===== config.mk =====
export PLATFORM = sky130hd
export DESIGN_NAME = uart_rx_oversampled
export DESIGN_NICKNAME = d
export VERILOG_FILES = /design/src/rtl/uart_rx_oversampled.sv
export SDC_FILE = /design/constraint.sdc
export NUM_CORES = 1
export LEC_CHECK = 0
export CORE_UTILIZATION = 55
export CTS_BUF_LIST = sky130_fd_sc_hd__clkbuf_8 sky130_fd_sc_hd__clkbuf_16
export DETAILED_ROUTE_END_ITERATION = 10
export DONT_BUFFER_PORTS = 1
export PLACE_DENSITY = 0.7
export SLEW_MARGIN = 20
export SYNTH_ARGS = -nofsm -noshare
export SYNTH_HDL_FRONTEND = slang
export SYNTH_SLANG_ARGS = --single-unit

===== constraint.sdc =====
create_clock -name clk -period 3.5 [get_ports clk]
set_input_delay 0.35 -clock clk [delete_from_list [all_inputs] [get_ports clk]]
set_output_delay 0.35 -clock clk [all_outputs]
set_load 0.01 [all_outputs]

===== src/rtl/uart_rx_oversampled.sv =====
// uart_rx_oversampled
//   8N1-style UART receiver driven by a 16x (OVERSAMPLE) baud tick.
//   rx is brought in through a two-flop synchroniser. A start bit is detected
//   and then confirmed at its mid-point. Each data bit is sampled at its
//   mid-point, LSB first. The stop bit is checked at its mid-point, so the
//   receiver is idle again half a bit early and back-to-back frames work.
//
// Ports
//   clk        in   system clock
//   rst        in   synchronous reset, active-high
//   baud_tick  in   one-cycle oversample strobe, OVERSAMPLE pulses per bit
//   rx         in   asynchronous serial input, idle high
//   data       out  last correctly received word, held until the next good frame
//   data_valid out  one-cycle pulse, data updated this cycle
//   frame_err  out  one-cycle pulse, stop bit sampled low
//   busy       out  high whenever the receiver is not idle
module uart_rx_oversampled #(
  parameter int DATA_BITS  = 8,
  parameter int OVERSAMPLE = 16
) (
  input  logic                 clk,
  input  logic                 rst,
  input  logic                 baud_tick,
  input  logic                 rx,
  output logic [DATA_BITS-1:0] data,
  output logic                 data_valid,
  output logic                 frame_err,
  output logic                 busy
);

  localparam int TW = $clog2(OVERSAMPLE);
  localparam int BW = $clog2(DATA_BITS + 1);

  localparam logic [TW-1:0] T_MID  = TW'(OVERSAMPLE / 2 - 1);
  localparam logic [TW-1:0] T_LAST = TW'(OVERSAMPLE - 1);
  localparam logic [BW-1:0] B_LAST = BW'(DATA_BITS - 1);

  typedef enum logic [2:0] {
    S_IDLE,
    S_START,
    S_DATA,
    S_STOP,
    S_BREAK
  } state_t;

  state_t               state, state_nxt;
  logic                 rx_m, rx_s;
  logic [TW-1:0]        tick_cnt, tick_cnt_nxt;
  logic [BW-1:0]        bit_cnt, bit_cnt_nxt;
  logic [DATA_BITS-1:0] shreg, shreg_nxt;
  logic                 load_data, flag_err;

  // Two-flop synchroniser; resets to the idle (high) line level.
  always_ff @(posedge clk) begin
    if (rst) begin
      rx_m <= 1'b1;
      rx_s <= 1'b1;
    end else begin
      rx_m <= rx;
      rx_s <= rx_m;
    end
  end

  // State and counter registers.
  always_ff @(posedge clk) begin
    if (rst) begin
      state    <= S_IDLE;
      tick_cnt <= '0;
      bit_cnt  <= '0;
      shreg    <= '0;
    end else begin
      state    <= state_nxt;
      tick_cnt <= tick_cnt_nxt;
      bit_cnt  <= bit_cnt_nxt;
      shreg    <= shreg_nxt;
    end
  end

  // Next-state logic; everything advances only on baud_tick.
  always_comb begin
    state_nxt    = state;
    tick_cnt_nxt = tick_cnt;
    bit_cnt_nxt  = bit_cnt;
    shreg_nxt    = shreg;
    if (baud_tick) begin
      unique case (state)
        S_IDLE: begin
          if (!rx_s) begin
            tick_cnt_nxt = '0;
            state_nxt    = S_START;
          end
        end
        S_START: begin
          if (tick_cnt == T_MID) begin
            if (rx_s) begin
              state_nxt = S_IDLE;  // glitch, not a real start bit
            end else begin
              tick_cnt_nxt = '0;
              bit_cnt_nxt  = '0;
              state_nxt    = S_DATA;
            end
          end else begin
            tick_cnt_nxt = tick_cnt + 1'b1;
          end
        end
        S_DATA: begin
          if (tick_cnt == T_LAST) begin
            shreg_nxt    = {rx_s, shreg[DATA_BITS-1:1]};
            tick_cnt_nxt = '0;
            bit_cnt_nxt  = bit_cnt + 1'b1;
            if (bit_cnt == B_LAST) begin
              state_nxt = S_STOP;
            end
          end else begin
            tick_cnt_nxt = tick_cnt + 1'b1;
          end
        end
        S_STOP: begin
          if (tick_cnt == T_LAST) begin
            state_nxt = rx_s ? S_IDLE : S_BREAK;
          end else begin
            tick_cnt_nxt = tick_cnt + 1'b1;
          end
        end
        S_BREAK: begin
          // Held-low line must return high before a new start is accepted.
          if (rx_s) begin
            state_nxt = S_IDLE;
          end
        end
        default: state_nxt = S_IDLE;
      endcase
    end
  end

  // Output decode: stop-bit verdict and busy flag.
  always_comb begin
    load_data = 1'b0;
    flag_err  = 1'b0;
    if (baud_tick && (state == S_STOP) && (tick_cnt == T_LAST)) begin
      load_data = rx_s;
      flag_err  = !rx_s;
    end
    busy = (state != S_IDLE);
  end

  // Registered strobes and the held output word.
  always_ff @(posedge clk) begin
    if (rst) begin
      data       <= '0;
      data_valid <= 1'b0;
      frame_err  <= 1'b0;
    end else begin
      data_valid <= load_data;
      frame_err  <= flag_err;
      if (load_data) begin
        data <= shreg;
      end
    end
  end

endmodule

=== Yosys cells after proc, flatten, opt, wreduce, memory -nomap -nowiden ===
Cells that the tools add are included.

* Output and inout bits: 11
* Word-level logic and storage cells: 58
* Bits in latches: 0
* Bits in registers: 31
* Input port bits: 4
* Bits in writable memories: 0
* ROM bits: 0
* Memories: 0

* $add $sub $neg: 2
* Equal/unequal tests: 15
* Mux-type cells: 19
* Shift-type cells: 0
* Bitwise gates (word level): 1
* Divide/modulo/power cells: 0
* Order comparisons: 0
* Reduce and logical (&&, ||, !) cells: 12
* $mul: 0

{| class="wikitable"
|+ Operators by type and width
! cell !! count
|-
| $mux W4 || 7
|-
| $mux W3 || 7
|-
| $ne A2 B2 Y1 const B || 8
|-
| $pmux W4 S4 || 1
|-
| $pmux W3 S5 || 1
|-
| $add A4 B1 Y4 const B || 2
|-
| $eq A4 B3 Y1 const B || 2
|-
| $pmux W4 S2 || 1
|-
| $reduce_and A7 Y1 || 1
|-
| $eq A3 B2 Y1 const B || 2
|-
| $reduce_and A3 Y1 || 2
|-
| $reduce_and A5 Y1 || 1
|-
| $eq A4 B4 Y1 const B || 1
|-
| $reduce_bool A4 Y1 || 1
|-
| $eq A3 B1 Y1 const B || 1
|-
| $eq A3 B3 Y1 const B || 1
|-
| $logic_not A3 Y1 || 1
|-
| $reduce_bool A3 Y1 || 1
|-
| $logic_and A1 B1 Y1 || 2
|-
| $mux W2 || 1
|-
| $reduce_bool A2 Y1 || 1
|-
| $reduce_or A2 Y1 || 1
|-
| $logic_not A1 Y1 || 1
|-
| $mux W1 || 1
|-
| $not A1 Y1 || 1
|}

=== Longest topological paths before layout ===
* Word-level depth: 5
* Mapped depth: 6
* Mapped depth without buffers: 5

=== Least setup slack after synthesis ===
Ideal clock, no wire load.

* Kind: flip-flop to flip-flop
* Start: register tick_cnt[0]
* End: register state[0]
* Slack: 1,688 ps
* Path buffers: 0
* Required time: 3,379 ps
* Library setup time: 121 ps
* Period minus slack after synthesis: 1,812 ps
* Cell stages (with the launch flop): 6
* Arrival time: 1,691 ps
* Cells stage by stage: dfxtp_1 -> ha_1 -> nand3_1 -> a221oi_1 -> and3_1 -> mux2_2

* Word-level cells in the longest chain between the ends: 3
* Elaborated cells between the ends (all ways): 6
* Those cells by class: eq/ne (5); reduce/logical (1)

{| class="wikitable"
|+ RTL lines
! element !! line !! source
|-
| from (decl) || 48 || <nowiki>logic [TW-1:0] tick_cnt, tick_cnt_nxt;</nowiki>
|-
| from (signal assigned) || 73 || <nowiki>tick_cnt <= tick_cnt_nxt;</nowiki>
|-
| $eq A4 B4 Y1 / $eq A4 B3 Y1 (equally long branches) || 107, 119, 94 ||
|-
| $ne A2 B2 Y1 (no line) || n/a ||
|-
| $reduce_and A7 Y1 (no line) (*) || n/a ||
|-
| to (signal assigned) || 72 || <nowiki>state <= state_nxt;</nowiki>
|-
| to (decl) || 46 || <nowiki>state_t state, state_nxt;</nowiki>
|}

Mark *: on every way between the ends. The rest lies on a longest branch, timed or not.
A chain may end at the register's enable or synchronous reset.

=== Final worst setup path ===
Ends and elaborated chain as after synthesis.

==> results.md <==
- Reg-to-Reg End: state[0]
- CP max stage delay: 400 ps
- Hold Vio Cnt, Final: 0
- Total GRT Usage: 0.216
- Nets: 165
- Top delay family on crit path: simple AND/OR/NAND/NOR gates
- Leading cell type in the layout, fill and taps excluded: dfxtp_1
- CTS H-Tree Depth: 2
- Data required, critical path: 3660 ps
- CTS Sinks: 31
- Yosys warns: 0
- Clock Skew: 4.16 ps
- Syn nets: 165
- Nature of the critical path endpoint: flip-flop
- Initial antenna violation count: 0
- Post-CTS Hold Buffers: 0
- Site Rows: 17
- Die area: 2760 µm²
- Fin Setup TNS: 0 ps
- Drc violations: 0
- Syn Inst Count: 159
- Pwr dens: 483 nW/µm²
- RSZ-0062 raised after global routing: no
- Worst vdd rail ir drop: 0.357 mV
- Clock root cell: clkbuf_8
- Final min period: 2030 ps
- Crit path DAT: 2200 ps
- CP Buf/Inv Count: 0
- FF-to-FF Start: tick_cnt[0]
- Final ANT Viol Nets: 0
- Register area share after synthesis: 0.442
- Chip width: 52.5 µm
- R2R depth: 5
- Non-Filler Instances: 188
- Max Cap Violations: 0
- Port Buffers: 0
- TritonCTS clock tree: done
- Via count: 1095
- Number of buffers created by CTS: 5
- Synth Register Bits: 31
- # setup viols final: 0
- DP Cell Count: 180
- Clk slew on worst S/H paths: 60 ps
- CTS Buffer Depth: 2
- Status: finished, final reports clean
- First-pass GRT wire length: 4260 µm
- RePlAce Congestion: 0.896
- Leakage: 0.527 nW
- Clock latency at the later pin of the worst-skew pair: 270 ps
- Post-synth cell types: 42
- Post-DP HPWL: 1690 µm
- Resized cells post-CTS: 0
- Most used flip-flop cell after synthesis: dfxtp_1
- DR WL/cell: 13.5 µm
- WS Path Type: reg -> reg
- Ys async rst share: 0
- Total gr overflow: 0
- EDFF count, synth: 0
- Min-Delay Path Class: in -> reg
- Effective utilization at floorplan: 0.606
- Vias in the first global route: 965
- Hold Crit Start: rst
- Setup Fix Bufs, Post-CTS: 0
- Syn Area/Cell: 8.83 µm²
- Crit path cell chain: ha_1 -> nand3_1 -> a221oi_1 -> and3_1 -> mux2_2
- Post-Synthesis Cell Area: 1400 µm²
- Relative slew margins: 0.587
- Filler instances: 205
- Fraction of layout cells with a size suffix above 1: 0.106
- DRT Pass-1 Iters: 5
- Largest net degree at the start of global routing: 31
- DRT iter0 DRCs: 16
- Cells on Worst Hold Path: 1
- Hold EP: shreg[3]
- Slowest cell on crit path: a221oi_1
- Area Growth Syn to Fin: 8.38%
- Fin crit share: 0.581
- # diodes: 0
- Slew @ Worst Pin: 616 ps
- Final WL: 2530 µm
- Worst setup SP type: flip-flop
- Core area: 2320 µm²
- Top Ports: 15
- Max-slew violations: 0
- Vias per cell: 5.82
- Commonest non-fill, non-tap cells in the layout: dfxtp_1, nand2_1, nor2_1, a21oi_1, mux2i_1
- R2R Setup Slk: 1470 ps
- Die height: 52.5 µm
- Worst Path Max Fanout: 7
- F_max: 492 MHz
==> per-layer routing <==
metal,global-route usage,vias up,wire [µm]
li1,-,556,-
met1,0.280,511,1250
met2,0.323,24,1140
met3,0.0812,4,107
met4,0.0789,0,33
met5,0,-,0
==> sequential cells by signal, summed over array words and instances (netlist names) <==
signal and count:
bit_cnt 4, data_valid 1, frame_err 1, shreg 8, rx_s 1, tick_cnt 4, data 8, state 3
rx_m 1
==> cell usage after synthesis (2+ instances only) <==
cell       n  area [µm²]
nor3_1     3        15.0
o21ai_0    2        10.0
dfxtp_1   31         621
or4_1      2        15.0
inv_1      5        18.8
nor3b_1    2        15.0
nand3_1    2        10.0
nor2_1    13        48.8
clkbuf_1   3        11.3
buf_2      3        15.0
nand3b_1   6        45.0
a221oi_1   2        17.5
nand2b_1   4        25.0
a21oi_1   13        65.1
mux2i_1   10         100
nand2_1   27         101
and2_1     2        12.5
buf_6      2        22.5
ha_1       2        25.0
or2_2      2        12.5
mux2_2     2        22.5
==> where the power goes <==
part | internal (mW) | total (mW) | switching (mW)
registers | 0.355 | 0.360 | 0.00459
clock network | 0.230 | 0.354 | 0.124
logic | 0.00963 | 0.0201 | 0.0105
total | 0.595 | 0.734 | 0.139
==> metrics by stage <==
step	setup slack (ps)	instance area (µm²)	hold slack, ps	power, mW	util
CTS	1500	1520	132	0.743	0.656
detailed placement	1520	1400	397	0.388	0.606
global route	1340	1520	127	0.759	0.656
floorplan	1690	1400	389	0.388	-
finish	1470	1520	147	0.734	0.656
global placement	1560	1400	397	0.387	0.606
==> how the worst max path moves through the flow <==
stage	from	end	slack, ps	depth (start not counted)
floorplan	tick_cnt[0]	state[0]	1690	5
global placement	tick_cnt[0]	state[0]	1560	5
detailed placement	tick_cnt[0]	state[0]	1520	5
CTS	tick_cnt[0]	state[0]	1500	5
global route	tick_cnt[0]	state[0]	1340	5
finish	tick_cnt[0]	state[0]	1470	5
==> worst register-to-register path: stages (launching register included) <==
cell and delay, ps:
dfxtp_1 380, ha_1 280, nand3_1 260, a221oi_1 400, and3_1 260, mux2_2 340
==> layout make-up <==
type / instances / area [µm²] / area share
clock buffer: 6 / 82.6 / 0.0543
clock inverter: 2 / 35.0 / 0.0230
inverter: 5 / 18.8 / 0.0123
multi-input combinational: 115 / 722 / 0.475
sequential: 31 / 621 / 0.408
tap: 28 / 35.0 / 0.0230
timing repair buffer: 1 / 7.51 / 0.00493
==> cell families after synthesis <==
logic type / after synthesis / synth area share
muxes: 12 / 0.0873
and+or+nand+nor: 72 / 0.266
buffers and inverters: 13 / 0.0481
AOI/OAI and AO/OA: 28 / 0.132
xor gates and xnor gates: 1 / 0.00624
adders and majority gates: 2 / 0.0178
DFF: 31 / 0.442
No activity file was read; power rests on OpenSTA's default activity.
